<file path="src/rtl/lsu_pkg.sv">
// Shared definitions for the MEM-stage load/store unit: funct3 codes,
// memory size codes, FSM state encoding and a size-to-byte-count helper.
package lsu_pkg;

    localparam logic [2:0] F3_B  = 3'b000;
    localparam logic [2:0] F3_H  = 3'b001;
    localparam logic [2:0] F3_W  = 3'b010;
    localparam logic [2:0] F3_BU = 3'b100;
    localparam logic [2:0] F3_HU = 3'b101;

    localparam logic [1:0] SZ_BYTE = 2'b00;
    localparam logic [1:0] SZ_HALF = 2'b01;
    localparam logic [1:0] SZ_WORD = 2'b10;

    typedef enum logic [2:0] {
        IDLE,
        SETUP,
        STROBE,
        HOLD,
        CAPTURE,
        RESP
    } state_e;

    function automatic logic [2:0] size_bytes(input logic [1:0] size);
        case (size)
            SZ_HALF: return 3'd2;
            SZ_WORD: return 3'd4;
            default: return 3'd1;
        endcase
    endfunction

endpackage

</file>
<file path="src/rtl/lsu_decode.sv">
// Combinational decode of funct3/store/address into memory size, sign
// extension and an access error. Defining LSU_MISALIGN_EN drops the alignment check.
module lsu_decode
    import lsu_pkg::*;
#(
    parameter int ADDR_W    = 9,
    parameter int MEM_BYTES = 512
) (
    input  logic [2:0]  i_funct3,
    input  logic        i_store,
    input  logic [31:0] i_addr,
    output logic [1:0]  o_size,
    output logic        o_sign_ext,
    output logic        o_err
);

    logic        w_legal;
    logic        w_range_err;
    logic        w_align_err;
    logic [32:0] w_last;

    // NOTE: every signal assigned in always_comb gets a default first so no path can infer a latch.
    always_comb begin
        w_legal = 1'b0;
        if (i_store) begin
            w_legal = (i_funct3 == F3_B) || (i_funct3 == F3_H) || (i_funct3 == F3_W);
        end else begin
            case (i_funct3)
                F3_B, F3_H, F3_W, F3_BU, F3_HU: w_legal = 1'b1;
                default:                        w_legal = 1'b0;
            endcase
        end
    end

    assign o_size     = i_funct3[1:0];
    assign o_sign_ext = !i_store && !i_funct3[2] && (i_funct3[1:0] != SZ_WORD);

    // Address of the last byte touched; 33 bits so the sum cannot wrap.
    assign w_last      = {1'b0, i_addr} + 33'(size_bytes(o_size)) - 33'd1;
    assign w_range_err = (i_addr[31:ADDR_W] != '0) || (w_last >= 33'(MEM_BYTES));

`ifdef LSU_MISALIGN_EN
    assign w_align_err = 1'b0;
`else
    assign w_align_err = ((o_size == SZ_HALF) && i_addr[0]) ||
                         ((o_size == SZ_WORD) && (i_addr[1:0] != 2'b00));
`endif

    assign o_err = !w_legal || w_range_err || w_align_err;

endmodule

</file>
<file path="src/rtl/mem_access_unit.sv">
// MEM-stage initiator for the 512x8 data memory: accepts one request, strobes
// the memory on an edge-triggered enable and returns the result. Honours LSU_MISALIGN_EN.
module mem_access_unit
    import lsu_pkg::*;
#(
    parameter int ADDR_W    = 9,
    parameter int MEM_BYTES = 512
) (
    input  logic              clk,
    input  logic              rst_n,
    input  logic              req_valid,
    output logic              req_ready,
    input  logic              req_store,
    input  logic [2:0]        req_funct3,
    input  logic [31:0]       req_addr,
    input  logic [31:0]       req_wdata,
    input  logic [4:0]        req_rd,
    output logic              resp_valid,
    input  logic              resp_ready,
    output logic [31:0]       resp_data,
    output logic [4:0]        resp_rd,
    output logic              resp_err,
    output logic              mem_enable,
    output logic              mem_rw,
    output logic [ADDR_W-1:0] mem_addr,
    output logic [31:0]       mem_din,
    output logic [1:0]        mem_size,
    output logic              mem_sign_ext,
    input  logic [31:0]       mem_dout
);

    state_e            r_state;
    state_e            w_next_state;
    logic [ADDR_W-1:0] r_addr;
    logic              r_rw;
    logic [1:0]        r_size;
    logic              r_sign_ext;
    logic [31:0]       r_din;
    logic              r_enable;
    logic [31:0]       r_data;
    logic [4:0]        r_rd;
    logic              r_err;
    logic [1:0]        w_size;
    logic              w_sign_ext;
    logic              w_err;
    logic              w_accept;

    lsu_decode #(
        .ADDR_W    (ADDR_W),
        .MEM_BYTES (MEM_BYTES)
    ) u_decode (
        .i_funct3   (req_funct3),
        .i_store    (req_store),
        .i_addr     (req_addr),
        .o_size     (w_size),
        .o_sign_ext (w_sign_ext),
        .o_err      (w_err)
    );

    assign w_accept = (r_state == IDLE) && req_valid;

    // NOTE: sequential state uses non-blocking assignments so every register samples pre-edge values.
    always_ff @(posedge clk or negedge rst_n) begin
        if (!rst_n) r_state <= IDLE;
        else        r_state <= w_next_state;
    end

    always_comb begin
        w_next_state = r_state;
        case (r_state)
            IDLE:    if (req_valid) w_next_state = w_err ? RESP : SETUP;
            SETUP:   w_next_state = STROBE;
            STROBE:  w_next_state = HOLD;
            HOLD:    w_next_state = CAPTURE;
            CAPTURE: w_next_state = RESP;
            RESP:    if (resp_ready) w_next_state = IDLE;
            default: w_next_state = IDLE;
        endcase
    end

    // The strobe is registered so it is glitch-free, and the async reset still drops it at once.
    always_ff @(posedge clk or negedge rst_n) begin
        if (!rst_n) begin
            r_enable   <= 1'b0;
            r_addr     <= '0;
            r_rw       <= 1'b0;
            r_size     <= SZ_BYTE;
            r_sign_ext <= 1'b0;
            r_din      <= '0;
            r_data     <= '0;
            r_rd       <= '0;
            r_err      <= 1'b0;
        end else begin
            r_enable <= (w_next_state == STROBE) || (w_next_state == HOLD);
            if (w_accept) begin
                r_rd   <= req_rd;
                r_err  <= w_err;
                r_data <= '0;
                // Failed requests leave the memory bus untouched.
                if (!w_err) begin
                    r_addr     <= req_addr[ADDR_W-1:0];
                    r_rw       <= req_store;
                    r_size     <= w_size;
                    r_sign_ext <= w_sign_ext;
                    r_din      <= req_wdata;
                end
            end
            if ((r_state == CAPTURE) && !r_rw) r_data <= mem_dout;
        end
    end

    assign req_ready    = (r_state == IDLE);
    assign resp_valid   = (r_state == RESP);
    assign resp_data    = r_data;
    assign resp_rd      = r_rd;
    assign resp_err     = r_err;
    assign mem_enable   = r_enable;
    assign mem_rw       = r_rw;
    assign mem_addr     = r_addr;
    assign mem_din      = r_din;
    assign mem_size     = r_size;
    assign mem_sign_ext = r_sign_ext;

endmodule
</file>
<file path="config.mk">
export PLATFORM = sky130hd
export DESIGN_NAME = mem_access_unit
export DESIGN_NICKNAME = d
export VERILOG_FILES = /design/src/rtl/lsu_pkg.sv /design/src/rtl/lsu_decode.sv /design/src/rtl/mem_access_unit.sv
export SDC_FILE = /design/constraint.sdc
export NUM_CORES = 1
export LEC_CHECK = 0
export ABC_AREA = 0
export BUFFER_PORTS_ARGS = -buffer_cell sky130_fd_sc_hd__buf_2
export CORE_MARGIN = 2
export CORE_UTILIZATION = 50
export DETAILED_ROUTE_END_ITERATION = 8
export PLACE_DENSITY = 0.77
export SLEW_MARGIN = 20
export SYNTH_ARGS = -nofsm -noshare
export SYNTH_HDL_FRONTEND = slang
export SYNTH_SLANG_ARGS = --single-unit
</file>
<file path="constraint.sdc">
create_clock -name clk -period 2.7 [get_ports clk]
set_clock_uncertainty 0.1 [all_clocks]
set_input_delay 0.27 -clock clk [delete_from_list [all_inputs] [get_ports clk]]
set_output_delay 0.27 -clock clk [all_outputs]
set_load 0.05 [all_outputs]
</file>
# Yosys cells after proc, flatten, opt, wreduce, memory -nomap -nowiden
# Cells that the tools add are included.
[classes] add_sub_neg=2 magnitude_cmp=1 eq_ne=14 muxes=9 n_bitwise=1 reduce_logical=24
[op_table] op="$mux 32" n=2
[op_table] op="$add 32x3->33" n=1
[op_table] op="$ge 33x10->1 const B" n=1
[op_table] op="$sub 33x1->33 const B" n=1
[op_table] op="$reduce_bool 23->1" n=1
[op_table] op="$pmux 3 s6" n=1
[op_table] op="$eq 3x2->1 const B" n=5
[op_table] op="$eq 3x3->1 const B" n=4
[op_table] op="$mux 3" n=3
[op_table] op="$logic_or 1x1->1" n=7
[op_table] op="$eq 3x1->1 const B" n=2
[op_table] op="$logic_and 1x1->1" n=6
[op_table] op="$logic_not 3->1" n=2
[op_table] op="$pmux 3 s2" n=1
[op_table] op="$reduce_or 5->1" n=1
[op_table] op="$logic_not 1->1" n=4
[op_table] op="$reduce_bool 2->1" n=2
[op_table] op="$eq 2x1->1 const B" n=1
[op_table] op="$eq 2x2->1 const B" n=1
[op_table] op="$mux 1" n=2
[op_table] op="$ne 2x2->1 const B" n=1
[op_table] op="$reduce_and 2->1" n=1
[op_table] op="$not 1->1" n=1
[totals] register_bits=87 inputBits=109 output_inout_bits=86 elab_cells=61

# Depth between registers and ports, before layout
# Gate-level depths: netlist of run 1.
[logic_depth] ltp_word=13 mapped_depth=19 depth_no_buf=17

# Cells and area by module
# Synthesis of run 1 repeated with hierarchy kept, for this count alone.
[hier_totals] cells_unflattened=558 area_unflattened_um2=5923.2
[by_module_without_submodules] mod="mem_access_unit" instances=1 cells_each=206 area_each_um2=3453.3 seq_area_each_um2=2177.1
[by_module_without_submodules] mod="lsu_decode" instances=1 cells_each=352 area_each_um2=2469.9 seq_area_each_um2=0.0

# Least setup slack after synthesis of run 1
# No wires, ideal clock.
[synth_timing] path_type="input port to flip-flop" start="input req_funct3[1]" end="register r_addr[0] (netlist: mem_addr[0])" setup_ns=0.125 arrival_time_ns=3.834 t_required_ns=2.475 slack_ns=-1.359 path_stages=19 path_buffers=2 cell_sequence="inv_1 -> ha_1 -> inv_1 -> ha_1 -> inv_1 -> ha_1 -> inv_1 -> fa_1 -> nor2b_1 -> o2111ai_1 -> a21o_1 -> a32oi_1 -> nand3_1 -> or4_1 -> or3_4 -> nor4b_4 -> buf_6 -> buf_12 -> mux2_4"
[synth_between] elab_chain_len=10 word_cells_on_any_way=25 cone_classes="2 x add/sub; 1 x order compare; 6 x eq/ne; 3 x mux; 1 x bitwise; 12 x reduce/logical"
[synth_rtl] item="start, declared" line="mem_access_unit.sv:14" text="input logic [2:0] req_funct3,"
[synth_rtl] item="$eq 2x2->1 or $eq 2x1->1 (tied branches)" line="lsu_pkg.sv:25, lsu_decode.sv:46, lsu_decode.sv:45"
[synth_rtl] item="$pmux 3 s2" line="lsu_pkg.sv:25" text="case (size)"
[synth_rtl] item="$add 32x3->33" line="lsu_decode.sv:39" text="assign w_last = {1'b0, i_addr} + 33'(size_bytes(o_size)) - 33'd1;"
[synth_rtl] item="$sub 33x1->33" line="lsu_decode.sv:39"
[synth_rtl] item="$ge 33x10->1" line="lsu_decode.sv:40" text="assign w_range_err = (i_addr[31:ADDR_W] != '0) || (w_last >= 33'(MEM_BYTES));"
[synth_rtl] item="$logic_or 1x1->1" line="lsu_decode.sv:40"
[synth_rtl] item="$logic_or 1x1->1" line="lsu_decode.sv:49" text="assign o_err = !w_legal || w_range_err || w_align_err;"
[synth_rtl] item="$logic_or 1x1->1 *" line="lsu_decode.sv:49"
[synth_rtl] item="$not 1->1 (no source line) *"
[synth_rtl] item="$reduce_and 2->1 (no source line) *"
[synth_rtl] item="end signal, assigned" line="mem_access_unit.sv:101" text="r_addr <= req_addr[ADDR_W-1:0];"
[synth_rtl] item="end, declared" line="mem_access_unit.sv:34" text="logic [ADDR_W-1:0] r_addr;"
# Mark *: on every way between the ends. The rest lies on a longest branch, timed or not.
# A chain may end at the register's enable or synchronous reset.

# Worst setup path after layout of run 1
[layout_timing] start="input req_funct3[1]" end="register r_din[14] (netlist: mem_din[14])"
[layout_between] elab_chain_len=10 word_cells_on_any_way=25 cone_classes="2 x add/sub; 1 x order compare; 6 x eq/ne; 3 x mux; 1 x bitwise; 12 x reduce/logical"
[layout_rtl] item="$eq 2x2->1 or $eq 2x1->1 (tied branches)" line="lsu_pkg.sv:25, lsu_decode.sv:46, lsu_decode.sv:45"
[layout_rtl] item="$pmux 3 s2" line="lsu_pkg.sv:25"
[layout_rtl] item="$add 32x3->33" line="lsu_decode.sv:39"
[layout_rtl] item="$sub 33x1->33" line="lsu_decode.sv:39"
[layout_rtl] item="$ge 33x10->1" line="lsu_decode.sv:40"
[layout_rtl] item="$logic_or 1x1->1" line="lsu_decode.sv:40"
[layout_rtl] item="$logic_or 1x1->1" line="lsu_decode.sv:49"
[layout_rtl] item="$logic_or 1x1->1 *" line="lsu_decode.sv:49"
[layout_rtl] item="$not 1->1 (no source line) *"
[layout_rtl] item="$reduce_and 2->1 (no source line) *"
[layout_rtl] item="end signal, assigned" line="mem_access_unit.sv:105" text="r_din <= req_wdata;"
[layout_rtl] item="end, declared" line="mem_access_unit.sv:38" text="logic [31:0] r_din;"
# Marks and branches as above.

==> results of run 1 <==
-- stage by stage --
stage,total power [mW],util (%)
2_1_floorplan,3.49,-
4_1_cts,5.78,76.2
6_report,5.90,77.4
3_3_place_gp,4.39,73.0
3_5_place_dp,4.48,73.0
5_1_grt,6.17,77.4
-- cells by family (layout without fill, tap and decap cells) --
family / count (synthesis) / after routing / share of synthesized area, %
xor gates and xnor gates: 9 / 9 / 1.27
DFF: 87 / 87 / 35.1
other: 0 / 3 / 0
AOI/OAI and AO/OA: 161 / 161 / 17.2
adders and majority gates: 50 / 50 / 10.2
buffers and inverters: 79 / 465 / 6.06
and+or+nand+nor: 227 / 227 / 18.2
muxes: 54 / 54 / 12.0
-- where the power goes --
| part | internal, mW | switching, mW | total, mW |
|---|---|---|---|
| clock network | 0.766 | 0.518 | 1.28 |
| registers | 1.56 | 0.181 | 1.74 |
| logic | 0.908 | 1.97 | 2.87 |
| total | 3.24 | 2.66 | 5.90 |
-- registers in the layout, summed over array words and instances (netlist names) --
register / flops
mem_rw: 1
mem_enable: 1
resp_err: 1
resp_rd: 5
mem_size: 2
resp_data: 32
r_state: 3
mem_sign_ext: 1
mem_addr: 9
mem_din: 32
-- metal layers --
metal	share of wire [%]	up-vias	track usage [%]
met3	7.5	108	6.80
met5	0	-	0
met2	51	373	60.4
met1	36	3284	36.9
met4	5.2	0	14.0
li1	-	3144	-
-- final timing paths --
kind / from / endpoint / cells past startpoint
hold / removal: resp_ready / r_state[0] / 2
hold reg to reg: mem_din[4] / mem_din[4] / 1
setup reg to reg: r_state[1] / mem_din[14] / 7
setup / recovery: req_funct3[1] / mem_din[14] / 20
max in group asynchronous: rst_n / resp_data[2] / 3
min in group asynchronous: rst_n / mem_din[29] / 3
-- critical path, cell delays in order --
cell and delay (ns):
buf_12 0.12, inv_12 0.05, ha_4 0.12, inv_2 0.04, ha_4 0.21, inv_4 0.05
ha_4 0.13, inv_2 0.04, fa_2 0.33, nor2b_2 0.15, o2111ai_2 0.20, a21o_1 0.22
a32oi_1 0.22, nand3_1 0.09, or4_1 0.51, or3_4 0.36, nor4b_4 0.29, buf_6 0.20
buf_6 0.15, mux2_4 0.33
-- synthesized netlist by cell type (6+ instances only) --
library cell	number
a211oi_1	9
a21oi_1	38
a31oi_1	6
inv_1	55
mux2_4	38
nor3_1	12
and3_1	6
mux2_2	11
o21ai_0	52
nand3_1	16
nor2b_1	12
clkbuf_1	17
a211o_1	6
ha_1	49
dfrtp_1	87
nand2b_1	13
nand4_1	8
nand2_1	92
or3_1	6
nor2_1	35
-- layout make-up --
cell class	instances	share of cell area [%]
multi-input cells	501	40.6
flip-flops and latches	87	23.3
inverters	55	2.40
well taps	168	2.25
clock inverters	5	0.603
repair buffers	394	28.0
clock buffers	11	2.71
diodes	3	0.0804
-- what timing repair did --
| item | in CTS | in global routing |
|---|---|---|
| hold buffers | 1 | 0 |
| pin swaps | 3 | 1 |
| setup buffers | 2 | 5 |
| cloned | 0 | 2 |
| gates resized for setup | 15 | 14 |
| endpoints found under the setup margin | 47 | 47 |
| hold endpoints to repair | 87 | 0 |
==> impl_results.md, run 1 <==
- Status: finished with violations
- Failing checks: setup timing
- Mapped Cells: 667
- Pin count of the biggest net entering global routing: 88
- CTS tree: yes
- Fraction of registers with async set/reset: 100%
- Place WS: -1.67 ns
- Cells after DPL: 1195
- Initial Util: 51.5%
- Fin area: 9340 sq um
- NumNets Final: 1207
- CORE AREA: 12100 sq um
- DRC viols: 0
- Final wirelength: 23.7 mm
- Port Buffers: 194
- Mean post-synth cell area: 9.31 sq um
- WP data required: 2.82 ns
- DRT antenna net count: 0
- H-tree depth: 3
- Post-synth EDFFs: 0
- Initial antenna violation count: 3
- Fmax: 253 MHz
- CP Data Arrival Time: 4.07 ns
- GRT Util Overall: 32.9%
- Pre-Repair DR Iteration Count: 7
- Worst setup margin: -1.26 ns
- CP max FO: 6
- Dpl hpwl: 17.7 mm
- Crit path kind: in2reg
- Vias per inst: 5.64
- Setup TNS: -56.32 ns
- Worst hold path class: in2reg
- First-pass GRT wire length: 34.3 mm
- Tcrit/Tclk final: 147%
- Total grt overflow: 0
- Tmin final: 3.96 ns
- RSZ-0062 raised after global routing: true
- Multi-input gate area: 3790 sq um
- Pleak: 4.93 nW
- Placer Congestion: 0.956
- Netlist cell types: 68
- Clock tree buffer depth: 2
- Vias in the first global route: 6876
- Max Cap Viol: 0
- Mapped cell area: 6210 sq um
- Clock root buffer: clkbuf_16
- Top cells by area, synth: dfrtp_1 (35%), ha_1 (9.9%), mux2_4 (9.2%), nand2_1 (5.6%), o21ai_0 (4.2%)
- DIE AREA: 13300 sq um
- Most common cell after layout, fill and taps aside: buf_2
- Yosys reg bits: 87
- Fill count: 792
- WL per Instance: 19.4 microns
- Layout cells sized above 1: 46.4%
- Hold violation count in the final report: 0
- Total number of vias: 6909
- Most frequent cells in the layout: buf_2 (191), buf_4 (185), nand2_1 (92)
- Die height: 115 microns
- Finish-stage setup viols: 47
- P per Cell Area: 632 nW/um^2
- Startpoint type of the worst setup path: input pin
- Yosys warnings: 0
- Area Growth Syn to Fin: 50.4%
- CP endpoint kind: flip-flop
- TritonCTS buffer count: 9
- Die Wd: 115 microns
- Worst hold slack: 0.0288 ns
- Syn nets: 826
- Synth area leader: dfrtp_1
- Non-Filler Instances: 1224
- Seq. cell area: 2180 sq um
- Top-area cell type share of the netlist area: 35.1%
- Initial drt markers: 702
- Top-Level Pins: 195
- Ys flop type: dfrtp_1
- Internal reg-to-reg setup slack: 0.52 ns
- Slew Limit Fails: 0
- IR drop worst, VDD: 0.000390 V
- Slew of the pin with the lowest slew margin: 0.569 ns
- Worst-path clk slew: 0.06 ns
- Slew HR: 61.7%
- Cell row count: 40
- Part of the Yosys area used for sequential elements: 35.1%
- Placed cell areas: 8810 sq um
- Worst-skew pair later-pin latency: 0.34 ns
- Clk sinks: 87
Note: power is estimated with default switching activity, not from simulation.
==> inputs of run 2 (changes only) <==
--- a/config.mk
+++ b/config.mk
@@ -9,6 +9,8 @@
 export BUFFER_PORTS_ARGS = -buffer_cell sky130_fd_sc_hd__buf_2
 export CORE_MARGIN = 2
 export CORE_UTILIZATION = 50
+export CTS_BUF_LIST = sky130_fd_sc_hd__clkbuf_8
+export CTS_CLUSTER_DIAMETER = 30
 export DETAILED_ROUTE_END_ITERATION = 8
 export PLACE_DENSITY = 0.77
 export SLEW_MARGIN = 20
==> run 2 against run 1 <==
Net effect: the run still ends with setup timing left; fmax about the same; utilization down 1.1 points; setup slack about the same; global-route usage is 0.57 points lower; via count fell by 2.1%; register-to-register slack better by 0.03 ns; die area unchanged; worst hold slack worse by 0.023 ns; sequential share of layout area grew 0.34 points; critical path depth stayed put; critical endpoint unchanged.
==> impl_results.md, run 2 (synthesized netlist as in run 1, its figures left out) <==
- Status: finished with violations
- Failing checks: setup timing
- Critical path depth: 20
- TritonCTS buffer count: 9
- WL met2: 11.9 mm
- Layout cells sized above 1: 46.2%
- Worst-path clk slew: 0.09 ns
- Worst hold slack: 0.00537 ns
- Placed cell areas: 8810 sq um
- IR drop worst, VDD: 0.000358 V
- WL per Instance: 18.6 microns
- Slew Limit Fails: 0
- Pwr Total: 5.47 mW
- Hold violation count in the final report: 0
- Non-Filler Instances: 1222
- Initial antenna violation count: 2
- Pin count of the biggest net entering global routing: 88
- Placer Congestion: 0.956
- Initial drt markers: 670
- DRT antenna net count: 0
- Total grt overflow: 0
- CP dominant cell by count: ha_4
- Crit. Startpoint: req_funct3[1]
- Area Growth Syn to Fin: 48.2%
- Most frequent cells in the layout: buf_2 (191), buf_4 (187), nand2_1 (92)
- Highest routed layer: met4
- Fmax: 253 MHz
- Most common cell after layout, fill and taps aside: buf_2
- Place WS: -1.67 ns
- Crit Reg-Reg Endpoint: mem_din[14]
- Final wirelength: 22.7 mm
- Worst hold path class: in2reg
- Cells after DPL: 1195
- CP max FO: 6
- Cell row count: 40
- FF-to-FF path depth: 7
- Clock tree buffer depth: 2
- Fill count: 846
- Die Wd: 115 microns
- Vias per inst: 5.53
- Startpoint type of the worst setup path: input pin
- Clock root buffer: clkbuf_8
- Tmin final: 3.96 ns
- Port Buffers: 194
- Crit path max-delay family: simple AND/OR/NAND/NOR gates
- Worst R2R Start: r_state[1]
- CP Data Arrival Time: 4.10 ns
- First-pass GRT wire length: 33.7 mm
- P per Cell Area: 594 nW/um^2
- H-tree depth: 3
- Cells along the critical path: buf_12, inv_12, ha_4, inv_2, ha_4, inv_4, ha_4, inv_2, fa_2, nor2b_2, o2111ai_2, a21o_1, a32oi_1, nand3_1, or4_1, or3_4, nor4b_4, buf_6, buf_6, mux2_4
- WP data required: 2.85 ns
- Pre-Repair DR Iteration Count: 5
- Dpl hpwl: 17.7 mm
- Vias in the first global route: 6808
- Largest stage delay on the critical path: 0.50 ns
- NumNets Final: 1206
- CORE AREA: 12100 sq um
- CP Buf/Inv Count: 7
- Worst setup margin: -1.26 ns
- Clk sinks: 87
- Slew of the pin with the lowest slew margin: 0.564 ns
- CP endpoint kind: flip-flop
- Max Cap Viol: 0
- Top-Level Pins: 195
- Tcrit/Tclk final: 147%
- GRT Util Overall: 32.3%
- Pleak: 4.88 nW
- Worst-skew pair later-pin latency: 0.36 ns
- Crit path kind: in2reg
- Initial Util: 51.5%
- DIE AREA: 13300 sq um
- Fin area: 9200 sq um
- Die height: 115 microns
- Metal3 WL: 1.45 mm
- Finish-stage setup viols: 47
- Internal reg-to-reg setup slack: 0.55 ns
- Met1 wire length: 8.55 mm
- CTS tree: yes
- Worst setup endpoint: mem_din[14]
- Slowest stage cell, crit path: or4_1
- DRC viols: 0
- Total number of vias: 6762
- Slew HR: 62.0%
- RSZ-0062 raised after global routing: true
- Layout Utilization: 76.3%
- Setup TNS: -56.84 ns
-- run 2: cell types whose count changed in the layout (fill, tap and decap cells not counted), sizes merged --
cell         change
clkbuf           -2
diode            -1
dlygate4sd3      +1
-- run 2: power by group --
part           total, mW  internal, mW  switching [mW]
Sequential          1.72          1.56           0.163
Clock              0.939         0.477           0.462
Combinational       2.81         0.908            1.90
Total               5.47          2.94            2.52
-- run 2: metal layers --
layer	track usage, %	up-vias
met2	60.2	294
met4	13.2	0
met3	5.70	58
met1	36.3	3264
li1	-	3146
met5	0	-
-- run 2: how the worst min path moves through the flow --
stage	from	end	cells past startpoint
floorplan	rst_n	mem_addr[0]	0
global placement	rst_n	mem_din[4]	2
detailed placement	rst_n	mem_din[3]	2
CTS	mem_dout[21]	resp_data[21]	3
global route	mem_dout[24]	resp_data[24]	3
finish	mem_dout[21]	resp_data[21]	3
-- run 2: timing repair --
| item | 4_1_cts | 5_1_grt |
|---|---|---|
| gates cloned | 1 | 0 |
| pin swaps | 3 | 11 |
| setup endpoints to repair | 47 | 47 |
| setup buffers | 5 | 2 |
| endpoints found under the hold margin | 88 | 0 |
| hold buffers | 2 | 0 |
| resized for setup | 18 | 10 |
-- run 2: layout make-up --
type	count	area, sq um	area share (%)
Sequential cell	87	2180	23.7
Timing Repair Buffer	393	2590	28.1
Multi-Input combinational cell	501	3790	41.2
Clock buffer	11	151	1.64
Inverter	55	224	2.43
Antenna cell	2	5.00	0.0544
Clock inverter	5	56.3	0.612
Tap cell	168	210	2.28
-- run 2: worst register-to-register path: stages, from the launching register on --
cell and delay [ns]:
dfrtp_1 0.45, nor3_2 0.29, nand2_1 0.12, a21oi_1 0.13
nor4b_4 0.26, buf_6 0.22, buf_6 0.16, mux2_4 0.31
